[config.mk]
export PLATFORM = sky130hd
export DESIGN_NAME = branch_ctrl_flat
export DESIGN_NICKNAME = d
export VERILOG_FILES = /design/src/rtl/branch_pkg.sv /design/src/rtl/branch_ctrl_if.sv /design/src/rtl/btb_upd_fifo.sv /design/src/rtl/branch_ctrl.sv /design/src/flat_wrapper.sv
export SDC_FILE = /design/constraint.sdc
export NUM_CORES = 1
export LEC_CHECK = 0
export ABC_CLOCK_PERIOD_IN_PS = 4900
export CAP_MARGIN = 20
export CORE_MARGIN = 1
export CORE_UTILIZATION = 60
export DETAILED_ROUTE_END_ITERATION = 10
export DONT_BUFFER_PORTS = 1
export PLACE_DENSITY = 0.76
export SLEW_MARGIN = 40
export SYNTH_ARGS = -nofsm -noshare
export SYNTH_HDL_FRONTEND = slang
export SYNTH_HIERARCHICAL = 1
export SYNTH_SLANG_ARGS = --single-unit
[constraint.sdc]
create_clock -name clk -period 4.9 [get_ports clk]
set_input_delay 0.98 -clock clk [delete_from_list [all_inputs] [get_ports clk]]
set_output_delay 0.98 -clock clk [all_outputs]
set_load 0.02 [all_outputs]
[src/rtl/branch_pkg.sv]
// Shared types and opcode constants for the branch-resolution controller.
// Record types are sized by PC_W; the controller's PCW must match it.
package branch_pkg;
    localparam int PC_W = 16;

    localparam logic [3:0] JUMPL  = 4'b0111;
    localparam logic [3:0] JUMPG  = 4'b1000;
    localparam logic [3:0] JUMPE  = 4'b1001;
    localparam logic [3:0] JUMPNE = 4'b1010;

    typedef enum logic {
        RUN     = 1'b0,
        RECOVER = 1'b1
    } br_state_e;

    typedef struct packed {
        logic            valid;
        logic            pred;
        logic [PC_W-1:0] target;
    } pred_rec_t;

    typedef struct packed {
        logic [PC_W-1:0] pc;
        logic [PC_W-1:0] target;
        logic            taken;
    } btb_upd_t;

    function automatic logic is_cond_op(input logic [3:0] op);
        return (op == JUMPL) || (op == JUMPG) || (op == JUMPE) || (op == JUMPNE);
    endfunction
endpackage

[src/rtl/branch_ctrl_if.sv]
// Pipeline-facing bus of branch_ctrl: fetch/execute inputs, flush/redirect, BTB update port.
// slave = the controller, master = the pipeline/BTB side driving it.
interface branch_ctrl_if #(parameter int PCW = 16);
    logic           stall;
    logic           fetch_valid;
    logic           btb_prediction;
    logic [PCW-1:0] btb_target;
    logic           ex_valid;
    logic [PCW-1:0] ex_pc;
    logic [3:0]     ex_opcode;
    logic [PCW-1:0] ex_target;
    logic           lflag;
    logic           gflag;
    logic           zflag;
    logic           flush;
    logic [PCW-1:0] redirect_pc;
    logic           upd_valid;
    logic           upd_ready;
    logic [PCW-1:0] upd_pc;
    logic [PCW-1:0] upd_target;
    logic           upd_taken;
    logic [15:0]    mispredict_cnt;
    logic [7:0]     drop_cnt;

    modport slave (
        input  stall, fetch_valid, btb_prediction, btb_target,
        input  ex_valid, ex_pc, ex_opcode, ex_target, lflag, gflag, zflag,
        input  upd_ready,
        output flush, redirect_pc, upd_valid, upd_pc, upd_target, upd_taken,
        output mispredict_cnt, drop_cnt
    );

    modport master (
        output stall, fetch_valid, btb_prediction, btb_target,
        output ex_valid, ex_pc, ex_opcode, ex_target, lflag, gflag, zflag,
        output upd_ready,
        input  flush, redirect_pc, upd_valid, upd_pc, upd_target, upd_taken,
        input  mispredict_cnt, drop_cnt
    );
endinterface

[src/rtl/btb_upd_fifo.sv]
// BTB training-update FIFO; a push is visible on head_o one cycle later.
// Full without a simultaneous pop drops the push and bumps a saturating drop counter.
module btb_upd_fifo
    import branch_pkg::*;
#(
    parameter int DEPTH = 4
) (
    input  logic     clk,
    input  logic     rst,
    input  logic     push_i,
    input  btb_upd_t push_dat_i,
    input  logic     pop_i,
    output btb_upd_t head_o,
    output logic     empty_o,
    output logic     full_o,
    output logic [7:0] drop_cnt_o
);
    localparam int AW = (DEPTH > 1) ? $clog2(DEPTH) : 1;

    btb_upd_t      mem_q [DEPTH];
    btb_upd_t      last_q;
    logic [AW-1:0] wr_ptr_q, rd_ptr_q;
    logic [AW:0]   cnt_q;
    logic [7:0]    drop_q;
    logic          do_push, do_pop;

    assign empty_o = (cnt_q == '0);
    assign full_o  = (cnt_q == (AW+1)'(DEPTH));
    assign do_pop  = pop_i & ~empty_o;
    // A pop frees the slot in the same cycle, so a push into a full queue still lands.
    assign do_push = push_i & (~full_o | do_pop);

    always_ff @(posedge clk or posedge rst) begin
        if (rst) begin
            wr_ptr_q <= '0;
            rd_ptr_q <= '0;
            cnt_q    <= '0;
            drop_q   <= '0;
            last_q   <= '0;
        end else begin
            if (do_push) wr_ptr_q <= wr_ptr_q + AW'(1);
            if (do_pop) begin
                rd_ptr_q <= rd_ptr_q + AW'(1);
                last_q   <= mem_q[rd_ptr_q];
            end
            case ({do_push, do_pop})
                2'b10:   cnt_q <= cnt_q + (AW+1)'(1);
                2'b01:   cnt_q <= cnt_q - (AW+1)'(1);
                default: cnt_q <= cnt_q;
            endcase
            if (push_i && !do_push && drop_q != 8'hFF) drop_q <= drop_q + 8'd1;
        end
    end

    always_ff @(posedge clk) begin
        if (do_push) mem_q[wr_ptr_q] <= push_dat_i;
    end

    // The last popped entry stays visible while empty so the port never shows stale slots.
    assign head_o     = empty_o ? last_q : mem_q[rd_ptr_q];
    assign drop_cnt_o = drop_q;
endmodule

[src/rtl/branch_ctrl.sv]
// Tracks BTB predictions fetch->DEC->EX, resolves conditional jumps with same-cycle flush/redirect,
// and queues BTB training updates drained over a valid/ready port; stall freezes the tracking pipe.
module branch_ctrl
    import branch_pkg::*;
#(
    parameter int DEPTH = 4,
    parameter int PCW   = PC_W
) (
    input logic          clk,
    input logic          rst,
    branch_ctrl_if.slave bus
);
    br_state_e  state_q, state_d;
    pred_rec_t  fetch_rec, dec_q, dec_d, ex_q, ex_d;
    logic [15:0] mcnt_q, mcnt_d;
    logic        is_cond, actual, resolve, mispred, flush;
    logic [PCW-1:0] redirect;
    btb_upd_t    head;
    logic        empty, full;

    assign fetch_rec = '{valid: bus.fetch_valid, pred: bus.btb_prediction, target: bus.btb_target};

    always_comb begin
        actual = 1'b0;
        case (bus.ex_opcode)
            JUMPL:   actual = bus.lflag;
            JUMPG:   actual = bus.gflag;
            JUMPE:   actual = bus.zflag;
            JUMPNE:  actual = ~bus.zflag;
            default: actual = 1'b0;
        endcase
    end

    assign is_cond = is_cond_op(bus.ex_opcode);
    assign resolve = bus.ex_valid & ex_q.valid & ~bus.stall & (state_q == RUN);
    assign mispred = resolve & ((actual != ex_q.pred) ||
                                (actual & ex_q.pred & (bus.ex_target != ex_q.target)));

    always_ff @(posedge clk or posedge rst) begin
        if (rst) state_q <= RUN;
        else     state_q <= state_d;
    end

    always_comb begin
        state_d = state_q;
        case (state_q)
            RUN:     if (mispred) state_d = RECOVER;
            RECOVER: state_d = RUN;
            default: state_d = RUN;
        endcase
    end

    always_comb begin
        flush    = 1'b0;
        redirect = '0;
        if (state_q == RUN && mispred) begin
            flush    = 1'b1;
            redirect = actual ? bus.ex_target : bus.ex_pc + PCW'(1);
        end
    end

    // Wrong-path instructions in DEC/EX are killed together with the flush.
    always_comb begin
        dec_d  = dec_q;
        ex_d   = ex_q;
        mcnt_d = mcnt_q;
        if (flush) begin
            dec_d  = '0;
            ex_d   = '0;
            mcnt_d = mcnt_q + 16'd1;
        end else if (!bus.stall) begin
            dec_d = fetch_rec;
            ex_d  = dec_q;
        end
    end

    always_ff @(posedge clk or posedge rst) begin
        if (rst) begin
            dec_q  <= '0;
            ex_q   <= '0;
            mcnt_q <= '0;
        end else begin
            dec_q  <= dec_d;
            ex_q   <= ex_d;
            mcnt_q <= mcnt_d;
        end
    end

    btb_upd_fifo #(.DEPTH(DEPTH)) u_fifo (
        .clk        (clk),
        .rst        (rst),
        .push_i     (resolve & is_cond),
        .push_dat_i ('{pc: bus.ex_pc, target: bus.ex_target, taken: actual}),
        .pop_i      (bus.upd_ready),
        .head_o     (head),
        .empty_o    (empty),
        .full_o     (full),
        .drop_cnt_o (bus.drop_cnt)
    );

    assign bus.flush          = flush;
    assign bus.redirect_pc    = redirect;
    assign bus.upd_valid      = ~empty;
    assign bus.upd_pc         = head.pc;
    assign bus.upd_target     = head.target;
    assign bus.upd_taken      = head.taken;
    assign bus.mispredict_cnt = mcnt_q;

    logic unused_full;
    assign unused_full = full;
endmodule

[src/flat_wrapper.sv]
// flat-port wrapper written by rule: the top's interface ports become plain ports
module branch_ctrl_flat import branch_pkg::*;
#(
    parameter int DEPTH = 4,
    parameter int PCW   = PC_W
)
  (clk, rst, bus_stall, bus_fetch_valid, bus_btb_prediction, bus_btb_target, bus_ex_valid, bus_ex_pc, bus_ex_opcode, bus_ex_target, bus_lflag, bus_gflag, bus_zflag, bus_upd_ready, bus_flush, bus_redirect_pc, bus_upd_valid, bus_upd_pc, bus_upd_target, bus_upd_taken, bus_mispredict_cnt, bus_drop_cnt);
  branch_ctrl_if #(.PCW(PCW)) bus_i ();
  input logic clk;
  input logic rst;
  input wire logic [$bits(bus_i.stall)-1:0] bus_stall;
  input wire logic [$bits(bus_i.fetch_valid)-1:0] bus_fetch_valid;
  input wire logic [$bits(bus_i.btb_prediction)-1:0] bus_btb_prediction;
  input wire logic [$bits(bus_i.btb_target)-1:0] bus_btb_target;
  input wire logic [$bits(bus_i.ex_valid)-1:0] bus_ex_valid;
  input wire logic [$bits(bus_i.ex_pc)-1:0] bus_ex_pc;
  input wire logic [$bits(bus_i.ex_opcode)-1:0] bus_ex_opcode;
  input wire logic [$bits(bus_i.ex_target)-1:0] bus_ex_target;
  input wire logic [$bits(bus_i.lflag)-1:0] bus_lflag;
  input wire logic [$bits(bus_i.gflag)-1:0] bus_gflag;
  input wire logic [$bits(bus_i.zflag)-1:0] bus_zflag;
  input wire logic [$bits(bus_i.upd_ready)-1:0] bus_upd_ready;
  output wire logic [$bits(bus_i.flush)-1:0] bus_flush;
  output wire logic [$bits(bus_i.redirect_pc)-1:0] bus_redirect_pc;
  output wire logic [$bits(bus_i.upd_valid)-1:0] bus_upd_valid;
  output wire logic [$bits(bus_i.upd_pc)-1:0] bus_upd_pc;
  output wire logic [$bits(bus_i.upd_target)-1:0] bus_upd_target;
  output wire logic [$bits(bus_i.upd_taken)-1:0] bus_upd_taken;
  output wire logic [$bits(bus_i.mispredict_cnt)-1:0] bus_mispredict_cnt;
  output wire logic [$bits(bus_i.drop_cnt)-1:0] bus_drop_cnt;
  assign bus_i.stall = bus_stall;
  assign bus_i.fetch_valid = bus_fetch_valid;
  assign bus_i.btb_prediction = bus_btb_prediction;
  assign bus_i.btb_target = bus_btb_target;
  assign bus_i.ex_valid = bus_ex_valid;
  assign bus_i.ex_pc = bus_ex_pc;
  assign bus_i.ex_opcode = bus_ex_opcode;
  assign bus_i.ex_target = bus_ex_target;
  assign bus_i.lflag = bus_lflag;
  assign bus_i.gflag = bus_gflag;
  assign bus_i.zflag = bus_zflag;
  assign bus_i.upd_ready = bus_upd_ready;
  assign bus_flush = bus_i.flush;
  assign bus_redirect_pc = bus_i.redirect_pc;
  assign bus_upd_valid = bus_i.upd_valid;
  assign bus_upd_pc = bus_i.upd_pc;
  assign bus_upd_target = bus_i.upd_target;
  assign bus_upd_taken = bus_i.upd_taken;
  assign bus_mispredict_cnt = bus_i.mispredict_cnt;
  assign bus_drop_cnt = bus_i.drop_cnt;
  branch_ctrl #(.DEPTH(DEPTH), .PCW(PCW)) u_core (.clk(clk), .rst(rst), .bus(bus_i));
endmodule
==> results of run 1 <==
[synthesized netlist by cell type (3+ instances only)]
master	instances	area, µm²
a211oi_1	15	112.6
a21oi_1	3	15.01
and3_1	10	62.56
and3_2	4	30.03
and4_1	3	26.28
buf_2	15	75.07
buf_4	4	30.03
buf_6	6	67.56
clkbuf_1	14	52.55
dfrtp_1	101	2527
edfxtp_1	132	3964
ha_1	8	100.1
inv_1	13	48.80
mux2_1	8	90.09
mux2_2	61	686.9
mux4_2	33	743.2
nand2_1	84	315.3
nand3_1	16	80.08
nand4_1	14	87.58
nor2_1	24	90.09
nor2_4	6	67.56
nor2b_1	6	37.54
o21ai_0	28	140.1
o21ai_1	13	65.06
xnor2_1	35	306.5
xor2_1	18	157.7
[metrics by stage]
step,instance area [µm²],power [W]
final,11350,0.006065
after global routing,11350,0.006322
after CTS,11340,0.006116
after detailed placement,10550,0.004292
after global placement,10530,0.004227
after floorplan,10310,0.004012
[power breakdown]
part | switching, W | total, W | leakage, nW | internal (W)
clock network | 0.000733 | 0.00182 | 0.386 | 0.00109
registers | 0.000213 | 0.00252 | 2.44 | 0.00231
logic | 0.000934 | 0.00172 | 1.46 | 0.000789
total | 0.00188 | 0.00606 | 4.29 | 0.00418
[how the worst min path moves through the flow]
| stage | from | endpoint | slack, ns | cells past startpoint |
|---|---|---|---|---|
| 4_1_cts | rst | u_core/bus.mispredict_cnt[8] | 0.43 | 1 |
| 3_5_place_dp | u_core/dec_q[13] | u_core/dec_q[13] | 0.47 | 2 |
| 6_report | rst | u_core/bus.mispredict_cnt[6] | 0.41 | 1 |
| 3_3_place_gp | u_core/dec_q[13] | u_core/dec_q[13] | 0.46 | 2 |
| 2_1_floorplan | u_core/ex_q[17] | u_core/ex_q[17] | 0.44 | 2 |
| 5_1_grt | rst | u_core/bus.mispredict_cnt[8] | 0.47 | 1 |
[flip-flops by register name, indices dropped and copies added, names as in the netlist]
register,flops
u_core/dec_q,18
u_core/ex_q,18
u_core/state_q,1
u_core/bus.mispredict_cnt,16
u_core/u_fifo/wr_ptr_q,2
u_core/u_fifo/cnt_q,3
u_core/u_fifo/mem_q,132
u_core/u_fifo/rd_ptr_q,2
u_core/u_fifo/last_q,33
u_core/u_fifo/drop_cnt_o,8
[worst max-delay path, stage by stage]
cell and delay [ns]:
nand2_1 0.06, nor3b_1 0.37, a21oi_2 0.14, inv_1 0.14, ha_1 0.25, nand2_1 0.06
o21a_2 0.53, a211oi_1 0.13, buf_4 0.20
[final cells by class]
type / instances / area share [%]
clock buffer: 27 / 5.579
inverter: 14 / 0.5072
multi-input combinational: 421 / 31.29
sequential: 233 / 57.21
clock inverter: 17 / 1.466
tap: 220 / 2.426
timing repair buffer: 23 / 1.522
[layer usage]
metal | vias to the layer above | part of all wire (%) | track usage [%]
li1 | 2620 | - | -
met1 | 2968 | 40 | 33.51
met2 | 207 | 50 | 39.99
met3 | 44 | 6.8 | 5.023
met4 | 0 | 3.3 | 8.712
met5 | - | 0 | 0
[logic make-up (layout without fill, tap and decap cells)]
logic type | after synthesis | count (layout) | share of synthesized area (%)
and+or+nand+nor | 183 | 183 | 9.195
AOI/OAI and AO/OA | 70 | 70 | 4.124
DFF | 233 | 233 | 62.93
muxes | 106 | 106 | 15.22
adders and majority gates | 9 | 9 | 1.165
buffers and inverters | 54 | 81 | 2.863
xor gates and xnor gates | 53 | 53 | 4.500
==> results.py, run 1 <==
metrics = {
    "grt": {
        "grt_pass1_vias": 5916,
        "grt_max_degree": 74,
        "grt_remaining_overflow": 0,
        "grt_pass1_wl_mm": 33.24,
        "grt_usage_pct": 24.63,
        "antenna_found_initial": 0,
    },
    "placed_design": {
        "gp_routability_congestion": 0.8741,
        "dpl.hpwl_mm": 13.86,
        "portBuffers": 0,
        "dpl.cell_count": 911,
        "dp_slack_ns": 1.038,
    },
    "finish": {
        "fillerInstances": 1131,
        "final_nets": 788,
        "antenna-diode-count": 0,
        "finish.utilization_pct": 67.95,
        "area_growth_pct": 10.02,
        "instances_no_fill": 955,
        "layout-drive-gt1-share_pct": 25.17,
        "multiInputGateArea_um2": 3551,
        "final_common_cell": "edfxtp_1",
        "layout_common_cells": "132 x edfxtp_1, 100 x dfrtp_1, 84 x nand2_1",
        "seq_area_um2": 6492,
    },
    "clock_tree": {
        "cts_tree": "yes",
        "htreeDepth": 1,
        "numCtsBuffers": 24,
        "cts_buffer_depth": 3,
        "cts.clk_slew.worst_paths_ns": 0.06,
        "clock-sinks": 233,
        "hold_buffers": 0,
        "post-cts-setup-buffers": 0,
        "ctsRootBufferMaster": "clkbuf_16",
        "cts-resized-gates": 0,
        "insertion_delay_ns": 0.52,
    },
    "logic_synthesis": {
        "synth_edf_count": 132,
        "syn_nets": 779,
        "yosysWarnings": 6,
        "ys.flop_type": "edfxtp_1",
        "async_reset_ff_share_pct": 43.35,
        "yosys.cell_types.count": 55,
        "ys_ff_latch": 233,
        "synth_cells": 708,
        "avgSynthCellArea_um2": 14.57,
        "netlist_area_um2": 10310,
        "yosysSeqAreaShare_pct": 62.93,
    },
    "run_status": {
        "status": "finished clean",
    },
    "floorplanning": {
        "die-area_um2": 17720,
        "start_util_pct": 61.76,
        "io_pins": 137,
        "die_y_um": 133.1,
        "die_x_um": 133.1,
        "coreArea_um2": 16700,
        "rows": 47,
    },
    "sta": {
        "hold_slack_ns": 0.4109,
        "slew_headroom_pct": 50.60,
        "tightest_slew_ns": 0.7409,
        "rsz0062_at_grt": "false",
        "setup_viol": 0,
        "hold_violations": 0,
        "timing.final.crit_share_pct": 78.70,
        "finalWorstPathRequiredPeriod_ns": 3.856,
        "tns_ns": 0,
        "max_freq_ghz": 0.2593,
        "layout_setup_ws_ns": 1.044,
        "slew_viol_final": 0,
        "fin_skew_ns": 0.02486,
    },
    "worst_setup_path": {
        "cp-endpoint": "bus_redirect_pc[11]",
        "r2r-start": "u_core/ex_q[17]",
        "crit_arrival_ns": 2.88,
        "path_max_fanout": 27,
        "reg2reg_slack_ns": 2.04,
        "required_ns": 3.92,
        "reg2reg_depth": 7,
        "crit_type": "input port to output port",
        "end_kind": "output port",
        "rr_endpoint": "u_core/u_fifo/cnt_q[2]",
        "cp-start-kind": "input port",
        "crit_start": "bus_ex_opcode[0]",
    },
    "drt": {
        "drc_errors": 0,
        "drtAntennaViolNets": 0,
        "vias_per_cell": 6.114,
        "wl_per_cell_um": 21.91,
        "num_vias": 5839,
        "firstDrtPassIters": 5,
        "routed_wl_mm": 20.92,
        "first_iter_violations": 395,
    },
    "power": {
        "p_per_area_nw_per_um2": 534.4,
        "p_leak_nw": 4.285,
        "ir_drop_uv": 430.2,
    },
    "run": {
        "maxCapViolCount": 0,
    },
    "worst_hold_path": {
        "hold_path.class": "input port to asynchronous set/reset pin",
    },
}
No activity file was read; power rests on OpenSTA's default activity.
==> run 2, diff against run 1 <==
- ABC_CLOCK_PERIOD_IN_PS: 4900 -> 4000
- clock period: 4.9 -> 4 ns (I/O delays scaled with it)
==> run 2 against run 1 <==
- clock power up 27%
- power rose by 24%
- sequential power increased by 22%
- clock skew down 0.015 ns
- clock-buffer cell count grew 5
- critical endpoint is now bus_redirect_pc[6]
- non-clock buffer count increased by 5
- worst setup slack lost 0.55 ns
- critical path depth is 1 lower
- combinational power is 25% higher
- design area up 0.64%
- highest routed layer unchanged
==> results.py, run 2 (synthesis gave the netlist of run 1 again) <==
metrics = {
    "run_status": {
        "status": "finished clean",
    },
    "clock_tree": {
        "cts-resized-gates": 0,
        "cts_buffer_depth": 3,
        "cts.clk_slew.worst_paths_ns": 0.06,
        "insertion_delay_ns": 0.51,
        "hold_buffers": 0,
        "post-cts-setup-buffers": 0,
        "ctsRootBufferMaster": "clkbuf_16",
        "numCtsBuffers": 24,
        "htreeDepth": 1,
        "clock-sinks": 233,
        "cts_tree": "yes",
    },
    "finish": {
        "antenna-diode-count": 0,
        "fillerInstances": 1128,
        "final_common_cell": "edfxtp_1",
        "final_nets": 793,
        "layout_common_cells": "132 x edfxtp_1, 100 x dfrtp_1, 84 x nand2_1",
        "top_register": "u_core/u_fifo/mem_q",
        "largest_register_ffs": 132,
        "layout-drive-gt1-share_pct": 25.41,
        "largestRegisters": "u_core/u_fifo/mem_q: 132 flops, u_core/u_fifo/last_q: 33 flops",
        "final_area_um2": 11420,
        "area_growth_pct": 10.72,
    },
    "power": {
        "p_per_area_nw_per_um2": 660.5,
        "switching_power_w": 0.002321,
        "switching_share_pct": 30.76,
        "p_leak_nw": 4.346,
        "p_int_w": 0.005223,
        "p_comb_share_pct": 28.5,
        "pwr-share-clk_pct": 30.8,
        "seqPwrFrac_pct": 40.8,
        "ir_drop_uv": 437.5,
    },
    "floorplanning": {
        "io_pins": 137,
        "rows": 47,
        "die_x_um": 133.1,
        "start_util_pct": 61.76,
        "die-area_um2": 17720,
        "coreArea_um2": 16700,
        "die_y_um": 133.1,
    },
    "sta": {
        "tightest_slew_ns": 0.6934,
        "tns_ns": 0,
        "slew_headroom_pct": 53.56,
        "timing.final.crit_share_pct": 87.54,
        "finalWorstPathRequiredPeriod_ns": 3.502,
        "setup_viol": 0,
        "rsz0062_at_grt": "false",
        "hold_violations": 0,
        "max_freq_ghz": 0.2856,
        "fin_skew_ns": 0.009549,
        "slew_viol_final": 0,
    },
    "drt": {
        "wl_per_cell_um": 22.69,
        "drtAntennaViolNets": 0,
        "vias_per_cell": 6.208,
        "first_iter_violations": 433,
        "firstDrtPassIters": 5,
        "num_vias": 5960,
        "drc_errors": 0,
        "routed_wl_mm": 21.78,
    },
    "placed_design": {
        "placed_cell_area_um2": 10600,
        "gp_routability_congestion": 0.7808,
        "dpl.hpwl_mm": 14.04,
        "portBuffers": 0,
    },
    "grt": {
        "grt_pass1_vias": 6058,
        "antenna_found_initial": 0,
        "grt_pass1_wl_mm": 33.92,
        "grt_max_degree": 74,
        "grt_remaining_overflow": 0,
        "grt_usage_pct": 25.21,
    },
    "worst_setup_path": {
        "crit_type": "input port to output port",
        "required_ns": 3.20,
        "end_kind": "output port",
        "cp-start-kind": "input port",
        "path_max_fanout": 32,
        "crit_arrival_ns": 2.70,
    },
    "worst_hold_path": {
        "hold_path.class": "input port to asynchronous set/reset pin",
    },
    "run": {
        "maxCapViolCount": 0,
    },
}
==> run 2: cell types whose count changed in the layout (fill, tap and decap cells not counted) <==
cell        delta
and3_2         +4
bufinv_16      +1
clkinvlp_4     -4
buf_12         +2
clkinv_2       -1
clkbuf_1       +4
buf_4          +3
and3_4         -4
clkbuf_8       +1
clkinv_1       -2
inv_6          +1
==> run 2: final timing paths <==
check / start / end / slack, ns / cells after the start
min in group clk: bus_ex_pc[12] / u_core/u_fifo/mem_q[1][29] / 0.38 / 0
worst max register to register: u_core/state_q / u_core/u_fifo/cnt_q[2] / 1.15 / 7
worst min-delay path: rst / u_core/u_fifo/last_q[13] / 0.20 / 1
worst max-delay path: bus_ex_opcode[1] / bus_redirect_pc[6] / 0.50 / 8
worst min register to register: u_core/dec_q[12] / u_core/dec_q[12] / 0.48 / 2
max in group asynchronous: rst / u_core/u_fifo/drop_cnt_o[5] / 2.98 / 2
==> run 2: metrics by stage <==
step | total power (W) | instances | setup slack (ns) | hold WS [ns] | util, %
6_report | 0.007544 | 960 | 0.4982 | 0.2041 | 68.38
5_1_grt | 0.007839 | 960 | 0.3944 | 0.2476 | 68.38
4_1_cts | 0.007593 | 960 | 0.4920 | 0.2258 | 68.38
3_5_place_dp | 0.005266 | 916 | 0.5311 | 0.4671 | 63.45
3_3_place_gp | 0.005189 | 916 | 0.6390 | 0.4622 | 63.42
2_1_floorplan | 0.004915 | 708 | 0.1355 | 0.4424 | -
==> run 2: cell type report <==
| class | count | area, µm² | share of cell area [%] |
|---|---|---|---|
| Sequential cell | 233 | 6492 | 56.85 |
| Multi-Input combinational cell | 421 | 3536 | 30.96 |
| Clock buffer | 32 | 661.9 | 5.795 |
| Tap cell | 220 | 275.3 | 2.410 |
| Timing Repair Buffer | 28 | 235.2 | 2.060 |
| Clock inverter | 12 | 162.7 | 1.424 |
| Inverter | 14 | 57.56 | 0.5039 |
==> run 2: critical path, cell delays in order <==
cell,delay [ns]
o311a_1,0.35
a21oi_2,0.16
inv_1,0.12
ha_1,0.29
nand2_1,0.07
o21a_2,0.58
a211oi_1,0.11
buf_4,0.20
==> run 2: layer usage <==
layer / wire length [µm] / GRT usage, % / share of wire (%)
met1: 8661 / 33.52 / 40
met3: 1634 / 5.137 / 7.5
met5: 0 / 0 / 0
met2: 11060 / 42.52 / 51
met4: 423 / 7.260 / 1.9
==> run 2: power by group through the flow <==
stage | combinational, W | sequential (W) | clock, W
6_report | 0.00215 | 0.00308 | 0.00232
5_1_grt | 0.00228 | 0.00311 | 0.00244
4_1_cts | 0.00217 | 0.00308 | 0.00235
3_5_place_dp | 0.00215 | 0.00312 | 0
3_3_place_gp | 0.00209 | 0.00310 | 0
2_1_floorplan | 0.00191 | 0.00301 | 0
